===== src/rtl/instr_encoder.sv =====
// Two-stage valid/ready encoder that scatters an immediate into a RISC-V I/S/B/J/U instruction word.
// Optional statistics counters are built only when INSTR_ENC_STATS_EN is defined.
module instr_encoder #(
   parameter int unsigned STATS_W = 16
) (
   input  logic               clk_i,
   input  logic               rst_i,
   input  logic               req_valid_i,
   output logic               req_ready_o,
   input  logic [2:0]         imm_src_i,
   input  logic [31:0]        imm_i,
   input  logic [31:0]        base_i,
   output logic               rsp_valid_o,
   input  logic               rsp_ready_i,
   output logic [31:0]        instr_o,
   output logic               range_err_o,
   output logic               align_err_o,
   output logic               fmt_err_o,
   output logic [STATS_W-1:0] enc_cnt_o,
   output logic [STATS_W-1:0] err_cnt_o
);

   localparam logic [2:0] SrcI = 3'b000;
   localparam logic [2:0] SrcS = 3'b001;
   localparam logic [2:0] SrcB = 3'b010;
   localparam logic [2:0] SrcJ = 3'b011;
   localparam logic [2:0] SrcU = 3'b100;

   localparam logic [31:0] MaskI  = 32'hfff0_0000;
   localparam logic [31:0] MaskSb = 32'hfe00_0f80;
   localparam logic [31:0] MaskJu = 32'hffff_f000;

   // Combinational encode of the incoming request
   logic [31:0] enc_mask;
   logic [31:0] enc_place;
   logic [31:0] enc_instr;
   logic        enc_range;
   logic        enc_align;
   logic        enc_fmt;
   logic        ext11_ok;
   logic        ext12_ok;
   logic        ext20_ok;

   // Pipeline state
   logic        s1_valid_q, s1_valid_d;
   logic [31:0] s1_instr_q, s1_instr_d;
   logic        s1_range_q, s1_range_d;
   logic        s1_align_q, s1_align_d;
   logic        s1_fmt_q, s1_fmt_d;
   logic        s2_valid_q, s2_valid_d;
   logic [31:0] s2_instr_q, s2_instr_d;
   logic        s2_range_q, s2_range_d;
   logic        s2_align_q, s2_align_d;
   logic        s2_fmt_q, s2_fmt_d;

   logic        s1_adv;
   logic        s2_adv;
   logic        req_fire;

   // Sign-extension checks: the upper bits must all match the format's sign bit
   assign ext11_ok = (&imm_i[31:11]) | ~(|imm_i[31:11]);
   assign ext12_ok = (&imm_i[31:12]) | ~(|imm_i[31:12]);
   assign ext20_ok = (&imm_i[31:20]) | ~(|imm_i[31:20]);

   always_comb begin
      enc_mask  = '0;
      enc_place = '0;
      enc_range = 1'b0;
      enc_align = 1'b0;
      enc_fmt   = 1'b0;
      case (imm_src_i)
         SrcI: begin
            enc_mask  = MaskI;
            enc_place = {imm_i[11:0], 20'h0_0000};
            enc_range = ~ext11_ok;
         end
         SrcS: begin
            enc_mask  = MaskSb;
            enc_place = {imm_i[11:5], 13'h0000, imm_i[4:0], 7'h00};
            enc_range = ~ext11_ok;
         end
         SrcB: begin
            enc_mask  = MaskSb;
            enc_place = {imm_i[12], imm_i[10:5], 13'h0000, imm_i[4:1], imm_i[11], 7'h00};
            enc_range = ~ext12_ok;
            enc_align = imm_i[0];
         end
         SrcJ: begin
            enc_mask  = MaskJu;
            enc_place = {imm_i[20], imm_i[10:1], imm_i[11], imm_i[19:12], 12'h000};
            enc_range = ~ext20_ok;
            enc_align = imm_i[0];
         end
         SrcU: begin
            enc_mask  = MaskJu;
            enc_place = {imm_i[31:12], 12'h000};
            enc_range = |imm_i[11:0];
         end
         default: begin
            // Invalid format: pass base through untouched, only fmt_err raised
            enc_fmt = 1'b1;
         end
      endcase
      enc_instr = (base_i & ~enc_mask) | enc_place;
   end

   always_comb begin
      s2_adv      = ~s2_valid_q | rsp_ready_i;
      s1_adv      = ~s1_valid_q | s2_adv;
      req_ready_o = ~rst_i & s1_adv;
      req_fire    = req_valid_i & req_ready_o;

      s1_valid_d = s1_valid_q;
      s1_instr_d = s1_instr_q;
      s1_range_d = s1_range_q;
      s1_align_d = s1_align_q;
      s1_fmt_d   = s1_fmt_q;
      if (s1_adv) begin
         s1_valid_d = req_fire;
         if (req_fire) begin
            s1_instr_d = enc_instr;
            s1_range_d = enc_range;
            s1_align_d = enc_align;
            s1_fmt_d   = enc_fmt;
         end
      end

      s2_valid_d = s2_valid_q;
      s2_instr_d = s2_instr_q;
      s2_range_d = s2_range_q;
      s2_align_d = s2_align_q;
      s2_fmt_d   = s2_fmt_q;
      if (s2_adv) begin
         s2_valid_d = s1_valid_q;
         if (s1_valid_q) begin
            s2_instr_d = s1_instr_q;
            s2_range_d = s1_range_q;
            s2_align_d = s1_align_q;
            s2_fmt_d   = s1_fmt_q;
         end
      end
   end

   always_ff @(posedge clk_i) begin
      if (rst_i) begin
         s1_valid_q <= 1'b0;
         s1_instr_q <= '0;
         s1_range_q <= 1'b0;
         s1_align_q <= 1'b0;
         s1_fmt_q   <= 1'b0;
         s2_valid_q <= 1'b0;
         s2_instr_q <= '0;
         s2_range_q <= 1'b0;
         s2_align_q <= 1'b0;
         s2_fmt_q   <= 1'b0;
      end else begin
         s1_valid_q <= s1_valid_d;
         s1_instr_q <= s1_instr_d;
         s1_range_q <= s1_range_d;
         s1_align_q <= s1_align_d;
         s1_fmt_q   <= s1_fmt_d;
         s2_valid_q <= s2_valid_d;
         s2_instr_q <= s2_instr_d;
         s2_range_q <= s2_range_d;
         s2_align_q <= s2_align_d;
         s2_fmt_q   <= s2_fmt_d;
      end
   end

   assign rsp_valid_o = s2_valid_q;
   assign instr_o     = s2_instr_q;
   assign range_err_o = s2_range_q;
   assign align_err_o = s2_align_q;
   assign fmt_err_o   = s2_fmt_q;

`ifdef INSTR_ENC_STATS_EN
   localparam logic [STATS_W-1:0] CntOne = {{(STATS_W-1){1'b0}}, 1'b1};

   logic               rsp_fire;
   logic               rsp_err;
   logic [STATS_W-1:0] enc_cnt_q, enc_cnt_d;
   logic [STATS_W-1:0] err_cnt_q, err_cnt_d;

   always_comb begin
      rsp_fire  = s2_valid_q & rsp_ready_i;
      rsp_err   = s2_range_q | s2_align_q | s2_fmt_q;
      enc_cnt_d = enc_cnt_q;
      err_cnt_d = err_cnt_q;
      // Both counters stick at all-ones
      if (rsp_fire && !(&enc_cnt_q)) begin
         enc_cnt_d = enc_cnt_q + CntOne;
      end
      if (rsp_fire && rsp_err && !(&err_cnt_q)) begin
         err_cnt_d = err_cnt_q + CntOne;
      end
   end

   always_ff @(posedge clk_i) begin
      if (rst_i) begin
         enc_cnt_q <= '0;
         err_cnt_q <= '0;
      end else begin
         enc_cnt_q <= enc_cnt_d;
         err_cnt_q <= err_cnt_d;
      end
   end

   assign enc_cnt_o = enc_cnt_q;
   assign err_cnt_o = err_cnt_q;
`else
   assign enc_cnt_o = '0;
   assign err_cnt_o = '0;
`endif

endmodule


===== config.mk =====
export PLATFORM = sky130hd
export DESIGN_NAME = instr_encoder
export DESIGN_NICKNAME = d
export VERILOG_FILES = /design/src/rtl/instr_encoder.sv
export SDC_FILE = /design/constraint.sdc
export NUM_CORES = 1
export LEC_CHECK = 0
export ABC_AREA = 0
export BUFFER_PORTS_ARGS = -buffer_cell sky130_fd_sc_hd__buf_4
export CAP_MARGIN = 5
export CORE_UTILIZATION = 40
export DETAILED_ROUTE_END_ITERATION = 10
export GPL_ROUTABILITY_DRIVEN = 0
export GPL_TIMING_DRIVEN = 0
export PLACE_DENSITY_LB_ADDON = 0.08
export SYNTH_ARGS = -nofsm -noshare
export SYNTH_HDL_FRONTEND = slang
export SYNTH_SLANG_ARGS = --single-unit

===== constraint.sdc =====
create_clock -name clk_i -period 2.32 [get_ports clk_i]
set_input_delay 0.464 -clock clk_i [delete_from_list [all_inputs] [get_ports clk_i]]
set_output_delay 0.464 -clock clk_i [all_outputs]
set_load 0.01 [all_outputs]

* Word-level counts from Yosys, hierarchy flattened *
Index checks and enable logic that the tools add are counted.

storage, ports and cells
  output and inout port bits = 69
  logic and storage cells = 53
  bits of input ports = 71
  bits in registers = 72

operators by class
  bitwise logic cells = 19
  eq/ne operators = 4
  reduce and logical (&&, ||, !) cells = 15
  muxes and demuxes = 5

operators with widths
  cell                  count
  $pmux W32 S5          1
  $pmux W32 S3          1
  $and A32 B32 Y32      1
  $not A32 Y32          1
  $or A32 B32 Y32       1
  $reduce_or A12 Y1     2
  $reduce_and A21 Y1    1
  $reduce_or A21 Y1     1
  $reduce_and A20 Y1    1
  $reduce_or A20 Y1     1
  $reduce_and A12 Y1    1
  $not A1 Y1            9
  $reduce_or A2 Y1      4
  $eq A3 B2 Y1 const B  2
  $or A1 B1 Y1          5
  $reduce_or A5 Y1      1
  $pmux W1 S4           1
  $reduce_and A2 Y1     2
  $eq A3 B1 Y1 const B  1
  $eq A3 B3 Y1 const B  1
  $logic_not A3 Y1      1
  $and A1 B1 Y1         2
  $mux W1               2

* Depth between registers and ports, before layout *
  depth in word-level cells = 6
  mapped depth = 7

* Worst setup path before layout *
No wires, ideal clock.

  kind = input to output
  start = in rst_i
  end = out req_ready_o
  arrival time = 1101 ps
  stages on the path = 3
  slack = 755 ps
  path buffers = 2
  cell sequence = clkbuf_1 -> clkbuf_1 -> nor2_1

on the way
  longest elaborated chain between the ends = 2

RTL lines
  what           RTL line  source
  from (decl)    7         input logic rst_i,
  $not A1 Y1     110       req_ready_o = ~rst_i & s1_adv;
  $and A1 B1 Y1  110
  to (decl)      9         output logic req_ready_o,

No other way between the ends.

* Worst setup path in the final report *
Same ends and word-level chain as after synthesis.

==> metrics.txt <==
status=finished clean; core area=0.008299 mm2; Top delay family on crit path=buffers and inverters; crit-path max FO=10; Post-DP Area=0.004503 mm2; Register Area=0.001441 mm2; area of the multi-input gates=0.001724 mm2; Req. time, crit path=1860 ps; vias in the first global route=3020; Finished Cell Area=0.004661 mm2; Hold Path Class=in2reg; Die X-Extent=94.90 um; final setup violation count=0; Clock Root Buffer=clkbuf_8; crit end category=output port; Setup Fix Bufs, Post-CTS=0; DR vias/cell=4.704; cell area after synthesis=0.003452 mm2; clk buf depth=2; asr flop ratio synth=0%; Area Growth Syn to Fin=35.01%; Max Cap Viol=0; Die ar.=0.009006 mm2; number of nets in the layout=656; Total Routing Usage GR=21.25%; vias post-DR=3269; Antenna Diode Count=0; Final Hold Fails=0; drt first pass iters=6; synthesized netlist cell count=436; CP Launch Type=input port; RSZ-0062 raised after global routing=no; Rows=33; Die Y=94.90 um; wire length per cell=13.21 um; DRT iter0 DRCs=102; fin crit share=85.63%; clk_skew=10.30 ps; # fillers=863; Worst slew margin=66.10%; Clock transition at path regs=70 ps; initial antenna violation count=0; Inst Count DP=679; P per Cell Area=570.8 mW/mm2; highest-count cells in the layout ignoring fill and taps=140 x buf_4, 109 x nand2_1, 72 x dfxtp_1; EDFF count, synth=0; largest net degree at the start of global routing=12; post-route setup TNS=0 ps; Clock Latency Late Sink=340 ps; final antenna-violating net count=0; fmax=0.5034 GHz; TritonCTS Sinks=72; max incr delay on CP=400 ps; critical path class=in2out; Port Buffers=107; hold_buf cts=0; total leakage power=2.078 nW; Tot Pwr=2.660 mW; Worst IR Drop VDD=216.9 uV; # DRC=0; Resize count post-CTS=0; synth top area cells=dfxtp_1 42%, nand2_1 12%, buf_4 7.2%, a21oi_1 7.1%, nand3b_1 6.1%; post-detail-place hpwl=7384 um; layout cells sized above 1=28.81%; Post-Layout Cell Count=695; # IOs=140; cell breakdown of the critical path=buf_4, clkbuf_1, clkbuf_1, nor2_1, buf_4; share of the synthesized area in the top cell type=41.75%; GRT overflow=0; Crit-path slowest cell=clkbuf_1; Critical Path AT=1520 ps; Yosys warning total=0; Avg Cell Area, Syn=7.918 um2; CTS tree=yes; Post-Route WL=9180 um; H-tree Lvls=3; Initial Util=41.60%; Netlist cell types=37; Synth Flop Type=dfxtp_1; FF+latch count, synth=72; first-pass GRT wire length=14460 um; Final Max Slew Viols=0; Worst Path Buf+Inv=4; area leader, netlist=dfxtp_1; Num CTS Buffers=9; commonest non-fill, non-tap cell in the layout=buf_4; crit path time final=1987 ps; sequential area share after synthesis=41.75%; Worst-Margin Slew=508.5 ps
state kept, by name, indices dropped and copies added, names as in the netlist:
signal	cells
align_err_o	1
fmt_err_o	1
instr_o	32
range_err_o	1
rsp_valid_o	1
s1_align_q	1
s1_fmt_q	1
s1_instr_q	32
s1_range_q	1
s1_valid_q	1
metal layers:
metal  up-vias  track usage [%]  part of all wire, %
met5         -                0                    0
met4         0            4.924                  1.1
met3        11            4.992                  6.6
met2       115            32.67                   43
met1      1427            29.93                   49
li1       1716                -                    -
worst register-to-register path, cell delays in order, from the launching register on:
cell      delay, ps
dfxtp_1         380
nand3b_1        130
nand2_2         220
clkbuf_1        410
a311oi_1        100
o21ai_0         100
o211ai_1        100
cell type report:
type                       instances  share of cell area [%]
buffer                            63                   8.483
clock buffer                      13                   2.980
clock inverter                     3                  0.4027
inverter                           2                  0.1611
multi-input combinational        330                   36.99
sequential                        72                   30.93
tap                              105                   2.819
timing repair buffer             107                   17.23
path summary, 6_finish.rpt:
check                              start                          to  slack (ps)  cells after the start
max reg2reg      s1_valid_q$_SDFFE_PP0N_     s1_range_q$_SDFFE_PP0P_         750                      6
min reg2reg  s1_instr_q[12]$_SDFFE_PP0P_    instr_o[12]$_SDFFE_PP0P_         450                      2
min                            base_i[5]  s1_instr_q[5]$_SDFFE_PP0P_         300                      3
max                                rst_i                 req_ready_o         330                      5
cell usage after synthesis (2+ instances only):
| master | instances |
|---|---|
| a21oi_1 | 49 |
| a221o_1 | 3 |
| a311oi_1 | 2 |
| and2_1 | 2 |
| buf_2 | 10 |
| buf_4 | 33 |
| buf_6 | 3 |
| clkbuf_1 | 17 |
| dfxtp_1 | 72 |
| inv_1 | 2 |
| mux2i_1 | 16 |
| nand2_1 | 109 |
| nand2b_1 | 2 |
| nand3_1 | 11 |
| nand3b_1 | 28 |
| nand4_1 | 5 |
| nor2_1 | 10 |
| nor2b_1 | 3 |
| nor3_1 | 2 |
| nor4_1 | 8 |
| o211ai_1 | 2 |
| o21ai_0 | 3 |
| o21ai_1 | 30 |
cell families (layout without fill, tap and decap cells):
family	Yosys count	after routing	share of synthesized area, %
buffers and inverters	65	188	11.67
and+or+nand+nor	189	189	27.18
muxes	16	16	4.639
DFF	72	72	41.75
other	1	32	0.1086
xor gates and xnor gates	1	1	0.2538
AOI/OAI and AO/OA	92	92	14.39
where the power goes:
group / total (mW) / switching, mW / internal, mW
combinational: 0.487 / 0.247 / 0.240
sequential: 1.35 / 0.0423 / 1.30
clock: 0.826 / 0.438 / 0.388
total: 2.66 / 0.728 / 1.93
per-stage QoR:
stage	hold slack, ps	util, %	setup slack [ps]
after global placement	442.7	54.26	334.0
final	302.0	56.16	333.5
after floorplan	431.9	-	755.5
after detailed placement	443.8	54.26	320.7
after global routing	295.4	56.16	246.1
after CTS	290.8	56.16	321.7
(Power assumes the default switching activity.)
